==> config.mk <==
export PLATFORM = sky130hd
export DESIGN_NAME = register_file_scoreboard_flat
export DESIGN_NICKNAME = d
export VERILOG_FILES = /design/src/rtl/register_file_scoreboard_if.sv /design/src/rtl/register_file_scoreboard.sv /design/src/flat_wrapper.sv
export SDC_FILE = /design/constraint.sdc
export NUM_CORES = 2
export LEC_CHECK = 0
export CAP_MARGIN = 0
export CELL_PAD_IN_SITES_DETAIL_PLACEMENT = 0
export CELL_PAD_IN_SITES_GLOBAL_PLACEMENT = 1
export CORE_ASPECT_RATIO = 1.2
export CORE_MARGIN = 3
export CORE_UTILIZATION = 41
export CTS_CLUSTER_SIZE = 28
export DETAILED_ROUTE_END_ITERATION = 8
export DONT_BUFFER_PORTS = 1
export HOLD_SLACK_MARGIN = 0.15
export PLACE_DENSITY_LB_ADDON = 0.1
export SETUP_SLACK_MARGIN = 0.5
export SLEW_MARGIN = 15
export SYNTH_ARGS = -nofsm -noshare
export SYNTH_HDL_FRONTEND = slang
export SYNTH_SLANG_ARGS = --single-unit
==> constraint.sdc <==
create_clock -name clk -period 2.4 [get_ports clk]
set_input_delay 0.12 -clock clk [delete_from_list [all_inputs] [get_ports clk]]
set_output_delay 0.12 -clock clk [all_outputs]
set_load 0.005 [all_outputs]
==> src/rtl/register_file_scoreboard_if.sv <==
// Decode/writeback bundle for the scoreboarded register file.
// Latency: none, wires only.
// Backpressure: none; decode watches busy_1/busy_2 to stall on RAW hazards.
interface register_file_scoreboard_if #(
  parameter int DATA_WIDTH = 32,
  parameter int ADDR_WIDTH = 5
);
  // writeback side
  logic                  reg_write;
  logic [ADDR_WIDTH-1:0] write_register;
  logic [DATA_WIDTH-1:0] write_data;
  // decode side: operand reads
  logic [ADDR_WIDTH-1:0] read_register_1;
  logic [ADDR_WIDTH-1:0] read_register_2;
  // decode side: destination reservation at issue
  logic                  reserve;
  logic [ADDR_WIDTH-1:0] reserve_register;
  logic                  flush;
  // results back to decode
  logic [DATA_WIDTH-1:0] read_data_1;
  logic [DATA_WIDTH-1:0] read_data_2;
  logic                  busy_1;
  logic                  busy_2;

  // pipeline side: drives indices/data, consumes read results
  modport master (
    output reg_write, write_register, write_data,
    output read_register_1, read_register_2,
    output reserve, reserve_register, flush,
    input  read_data_1, read_data_2, busy_1, busy_2
  );

  // register file side
  modport slave (
    input  reg_write, write_register, write_data,
    input  read_register_1, read_register_2,
    input  reserve, reserve_register, flush,
    output read_data_1, read_data_2, busy_1, busy_2
  );
endinterface

==> src/rtl/register_file_scoreboard.sv <==
// 2-read/1-write register file with write-to-read bypass and per-entry pending-write scoreboard.
// Latency: reads combinational (READ_LATENCY=0) or one edge (READ_LATENCY=1); writes/reserves land at the edge.
// Backpressure: none; busy outputs tell decode to stall until the producer writes back.
module register_file_scoreboard #(
  parameter int DATA_WIDTH   = 32,
  parameter int ADDR_WIDTH   = 5,
  parameter int ZERO_REG     = 1,
  parameter int BYPASS_EN    = 1,
  parameter int READ_LATENCY = 0
) (
  input  logic                      clk,
  input  logic                      reset,
  register_file_scoreboard_if.slave bus
);

  localparam int DEPTH = 1 << ADDR_WIDTH;

  typedef logic [ADDR_WIDTH-1:0] addr_t;
  typedef logic [DATA_WIDTH-1:0] data_t;

  data_t            entry_q [DEPTH];
  logic [DEPTH-1:0] pending_q;
  logic [DEPTH-1:0] pending_d;

  logic  write_ok;
  logic  reserve_ok;
  addr_t rd_addr    [2];
  logic  bypass_hit [2];
  data_t rd_data    [2];
  logic  rd_busy    [2];

  // x0 is hardwired only when ZERO_REG is set; otherwise it is an ordinary entry
  function automatic logic is_zero_reg(input addr_t a);
    return (ZERO_REG != 0) && (a == '0);
  endfunction

  // writes and reservations to a hardwired x0 are dropped before touching any state
  assign write_ok   = bus.reg_write && !is_zero_reg(bus.write_register);
  assign reserve_ok = bus.reserve   && !is_zero_reg(bus.reserve_register);

  assign rd_addr[0] = bus.read_register_1;
  assign rd_addr[1] = bus.read_register_2;

  // register storage: writeback updates one entry per edge, flush never touches data
  always_ff @(posedge clk or negedge reset) begin
    if (!reset) begin
      for (int i = 0; i < DEPTH; i++) begin
        entry_q[i] <= '0;
      end
    end else if (write_ok) begin
      entry_q[bus.write_register] <= bus.write_data;
    end
  end

  // next pending set: flush wins outright; otherwise a new reservation overrides the
  // clear from a writeback to the same index, since the reserving instruction is the
  // younger producer
  always_comb begin
    pending_d = pending_q;
    if (bus.flush) begin
      pending_d = '0;
    end else begin
      if (write_ok) begin
        pending_d[bus.write_register] = 1'b0;
      end
      if (reserve_ok) begin
        pending_d[bus.reserve_register] = 1'b1;
      end
    end
  end

  // scoreboard state
  always_ff @(posedge clk or negedge reset) begin
    if (!reset) begin
      pending_q <= '0;
    end else begin
      pending_q <= pending_d;
    end
  end

  // per-port read value: bypass forwards the in-flight writeback and hides its pending bit,
  // a hardwired x0 always reads as idle zero
  always_comb begin
    for (int p = 0; p < 2; p++) begin
      bypass_hit[p] = (BYPASS_EN != 0) && write_ok && (bus.write_register == rd_addr[p]);
      rd_data[p]    = bypass_hit[p] ? bus.write_data : entry_q[rd_addr[p]];
      rd_busy[p]    = pending_q[rd_addr[p]] && !bypass_hit[p];
      if (is_zero_reg(rd_addr[p])) begin
        rd_data[p] = '0;
        rd_busy[p] = 1'b0;
      end
    end
  end

  generate
    if (READ_LATENCY != 0) begin : g_read_reg
      data_t data_1_q;
      data_t data_2_q;
      logic  busy_1_q;
      logic  busy_2_q;

      // registered read stage: capture the combinational result, cleared by reset
      always_ff @(posedge clk or negedge reset) begin
        if (!reset) begin
          data_1_q <= '0;
          data_2_q <= '0;
          busy_1_q <= 1'b0;
          busy_2_q <= 1'b0;
        end else begin
          data_1_q <= rd_data[0];
          data_2_q <= rd_data[1];
          busy_1_q <= rd_busy[0];
          busy_2_q <= rd_busy[1];
        end
      end

      assign bus.read_data_1 = data_1_q;
      assign bus.read_data_2 = data_2_q;
      assign bus.busy_1      = busy_1_q;
      assign bus.busy_2      = busy_2_q;
    end else begin : g_read_comb
      assign bus.read_data_1 = rd_data[0];
      assign bus.read_data_2 = rd_data[1];
      assign bus.busy_1      = rd_busy[0];
      assign bus.busy_2      = rd_busy[1];
    end
  endgenerate

endmodule

==> src/flat_wrapper.sv <==
// flat-port wrapper written by rule: the top's interface ports become plain ports
module register_file_scoreboard_flat 
#(
  parameter int DATA_WIDTH   = 32,
  parameter int ADDR_WIDTH   = 5,
  parameter int ZERO_REG     = 1,
  parameter int BYPASS_EN    = 1,
  parameter int READ_LATENCY = 0
)
  (clk, reset, bus_reg_write, bus_write_register, bus_write_data, bus_read_register_1, bus_read_register_2, bus_reserve, bus_reserve_register, bus_flush, bus_read_data_1, bus_read_data_2, bus_busy_1, bus_busy_2);
  register_file_scoreboard_if #(.DATA_WIDTH(DATA_WIDTH), .ADDR_WIDTH(ADDR_WIDTH)) bus_i ();
  input  logic clk;
  input  logic reset;
  input wire logic [$bits(bus_i.reg_write)-1:0] bus_reg_write;
  input wire logic [$bits(bus_i.write_register)-1:0] bus_write_register;
  input wire logic [$bits(bus_i.write_data)-1:0] bus_write_data;
  input wire logic [$bits(bus_i.read_register_1)-1:0] bus_read_register_1;
  input wire logic [$bits(bus_i.read_register_2)-1:0] bus_read_register_2;
  input wire logic [$bits(bus_i.reserve)-1:0] bus_reserve;
  input wire logic [$bits(bus_i.reserve_register)-1:0] bus_reserve_register;
  input wire logic [$bits(bus_i.flush)-1:0] bus_flush;
  output wire logic [$bits(bus_i.read_data_1)-1:0] bus_read_data_1;
  output wire logic [$bits(bus_i.read_data_2)-1:0] bus_read_data_2;
  output wire logic [$bits(bus_i.busy_1)-1:0] bus_busy_1;
  output wire logic [$bits(bus_i.busy_2)-1:0] bus_busy_2;
  assign bus_i.reg_write = bus_reg_write;
  assign bus_i.write_register = bus_write_register;
  assign bus_i.write_data = bus_write_data;
  assign bus_i.read_register_1 = bus_read_register_1;
  assign bus_i.read_register_2 = bus_read_register_2;
  assign bus_i.reserve = bus_reserve;
  assign bus_i.reserve_register = bus_reserve_register;
  assign bus_i.flush = bus_flush;
  assign bus_read_data_1 = bus_i.read_data_1;
  assign bus_read_data_2 = bus_i.read_data_2;
  assign bus_busy_1 = bus_i.busy_1;
  assign bus_busy_2 = bus_i.busy_2;
  register_file_scoreboard #(.DATA_WIDTH(DATA_WIDTH), .ADDR_WIDTH(ADDR_WIDTH), .ZERO_REG(ZERO_REG), .BYPASS_EN(BYPASS_EN), .READ_LATENCY(READ_LATENCY)) u_core (.clk(clk), .reset(reset), .bus(bus_i));
endmodule
==> flow_summary.yaml <==
clock_network:
  clk_path_buf_depth: 3
  clkSinkCount: 1056
  clkTransAtPathRegs_ps: 60
  clockRootBuffer: "clkbuf_16"
  cts_tree: "yes"
  cts_buffers: 117
  htreeDepth: 3
  insertion_delay_ps: 750
grt:
  grt_pass1_vias: 39100
  grt_max_degree: 396
  grt_pass1_wl_mm: 299
  grt.total_usage: 0.288
  antenna_found_initial: 7
  grt_overflow: 0
detailed_routing:
  drtAntennaViolNets: 0
  wirelength_mm: 210
  drc: 0
  vias_per_cell: 6.41
  drtPass1Iterations: 5
  routedWlPerCell_um: 35.2
  num_vias: 38300
  drtIter0Drc: 3280
die:
  die_h_um: 414
  start_util: 0.414
  die_w_um: 346
  ios: 123
  coreArea_sq_um: 138000
  die_area_sq_um: 144000
  num_rows: 149
sta:
  period_share: 1.14
  hold_viol: 488
  slew_violations: 0
  fin_ws_ps: -332
  worstMarginPinSlew_ps: 1180
  fmax_ghz: 0.366
  fin_setup_tns_ps: -2280
  relSlewSlack: 0.212
  rsz0062_at_grt: "yes"
  layout_min_cycle_time_ps: 2730
  finalSetupViolCount: 22
  hold_ws_ps: -714
  skew_ps: 0
power:
  p_per_area_nw_per_um2: 801
  ir_worst_vdd_v: 0.000618
  leakage_nw: 28.5
synth:
  syn-cell-area_sq_um: 57000
  synth_area_leaders: "dfrtp_1, mux2_2, mux4_2, mux2i_1, a22oi_1"
  synth_top_area_share: 0.463
  synth_compound_gate_area_share: 0.0701
  synth-edff-count: 0
  yosysTopAreaCell: "dfrtp_1"
  synth-adder-area-share: 0
  synth_fp_nets: 4218
  synth_commonest_cells: "dfrtp_1, mux2_2, mux2i_1, mux4_2, clkbuf_1"
  ys_ff_latch: 1056
  yosys.area_share.simple: 0.0233
  yosysWarnings: 0
  muxShareOfSynthArea: 0.403
  yosysMostFrequentCell: "dfrtp_1"
  ys_types: 55
  avgSynthCellArea_sq_um: 13.7
  synthFlopType: "dfrtp_1"
  synth_top_family_by_area: "multiplexers"
  ys_seq_area_frac: 0.463
  synthArstFlopShare: 1.00
  synth_xor_area_frac: 0.00154
  synth_cells: 4161
placement:
  gp_congestion: 0.775
  dp_hpwl_mm: 114
  dpl_worst_slack_ps: -422
  io_buffers: 0
worst_setup_path:
  arrival_ps: 2610
  end_kind: "output port"
  critPathKind: "reg2out"
  start_kind: "flip-flop"
  worstPathMaxFanout: 3
  setup.worst_path.start: "u_core.pending_q[31]"
  cpMostUsedCell: "mux4_2"
  critPathSlowestCell: "mux4_2"
  required_ps: 2280
  crit_chain: "mux4_2, mux4_2, a21oi_2, buf_6, nor3_4"
  max_stage_delay_ps: 560
  crit_buf_inv: 1
  r2r_start: "u_core.pending_q[17]"
  crit_family: "multiplexers"
finish:
  areaGrowthSynthToFinish_pct: 14.4
  drive_gt1_frac: 0.454
  fin_nets: 4115
  nFillCells: 12100
status:
  violations: "hold timing, setup timing"
  status: "finished, violations left"
min_path:
  hp-class: "in2async"
job:
  maxCapViolCount: 0
==> cells by family (layout without fill, tap and decap cells) <==
group                     count (synthesis)  in the layout
AOI/OAI and AO/OA                       562            562
muxes                                  1785           1785
DFF                                    1056           1056
xor gates and xnor gates                 10             10
other                                     0              5
buffers and inverters                   472            461
and+or+nand+nor                         276            276
==> placed cells by master, fill, tap and decap left out, drive strengths merged, types with 8 or more instances in the layout <==
cell type / count
mux2: 996
nand3: 14
nand4: 28
a22o: 30
nor3: 9
a32o: 35
buf: 182
dlygate4sd3: 58
clkbuf: 177
nand2: 105
o21ai: 23
a21oi: 110
nor2b: 10
xnor2: 10
nor2: 73
o221ai: 29
clkinv: 25
dfrtp: 1056
mux4: 307
o22ai: 57
nor3b: 10
a211oi: 28
a22oi: 203
inv: 8
o211ai: 29
mux2i: 482
==> metrics by stage <==
stage	power [mW]	hold WS [ps]	cells	util	cell area [sq um]
2_1_floorplan	30.6	-176	4161	-	57000
3_3_place_gp	32.3	-121	5636	0.428	59000
3_5_place_dp	32.9	-170	5643	0.430	59200
4_1_cts	52.4	-742	5947	0.471	64900
5_1_grt	54.5	-719	5966	0.473	65200
6_report	52.2	-714	5967	0.474	65200
==> metal layers <==
layer | vias up | share of wire | track usage
met4 | 0 | 0.030 | 0.0916
met2 | 1235 | 0.47 | 0.459
met5 | - | 0 | 0
met3 | 297 | 0.063 | 0.0532
li1 | 15700 | - | -
met1 | 21000 | 0.44 | 0.400
==> final timing paths <==
kind | end | slack, ps | cells after the start
hold reg to reg | u_core.entry_q[1005] | 400 | 0
hold / removal | u_core.entry_q[375] | -710 | 1
setup reg to reg | u_core.pending_q[17] | 1140 | 3
max in group asynchronous | u_core.entry_q[490] | 820 | 5
min in group clk | u_core.entry_q[354] | 140 | 4
setup / recovery | bus_busy_1 | -330 | 5
==> worst register-to-register path, delay by kind of cell (launching register included) <==
| family | cells | cell delay [ps] |
|---|---|---|
| flops | 1 | 400 |
| compound gates | 1 | 150 |
| simple gates | 1 | 40 |
| buf+inv | 1 | 570 |
==> sequential cells by signal, summed over array words and instances, names as in the netlist <==
name	flops
u_core.pending_q	32
u_core.entry_q	1024
==> area by class of cell <==
cell class	instances	area (sq um)	share of cell area
Multi-Input combinational cell	2633	29600	0.453
Sequential cell	1056	26400	0.405
Clock buffer	174	3460	0.0531
Timing Repair Buffer	247	3100	0.0475
Tap cell	1812	2270	0.0348
Clock inverter	37	402	0.00616
Antenna cell	5	12.5	0.000192
Inverter	3	11.3	0.000173
==> power by group <==
group	switching, mW	total, mW	internal (mW)
combinational	4.34	10.4	6.07
sequential	2.33	23.4	21.1
clock	7.83	18.4	10.6
total	14.5	52.2	37.7
==> timing repair <==
action	CTS	global route
cloned	1	3
hold endpoints to repair	1784	710
resized for setup	177	27
endpoints found under the setup margin	198	299
pin swaps	120	20
hold buffers	72	9
setup buffers	20	1
(Power assumes the default switching activity.)
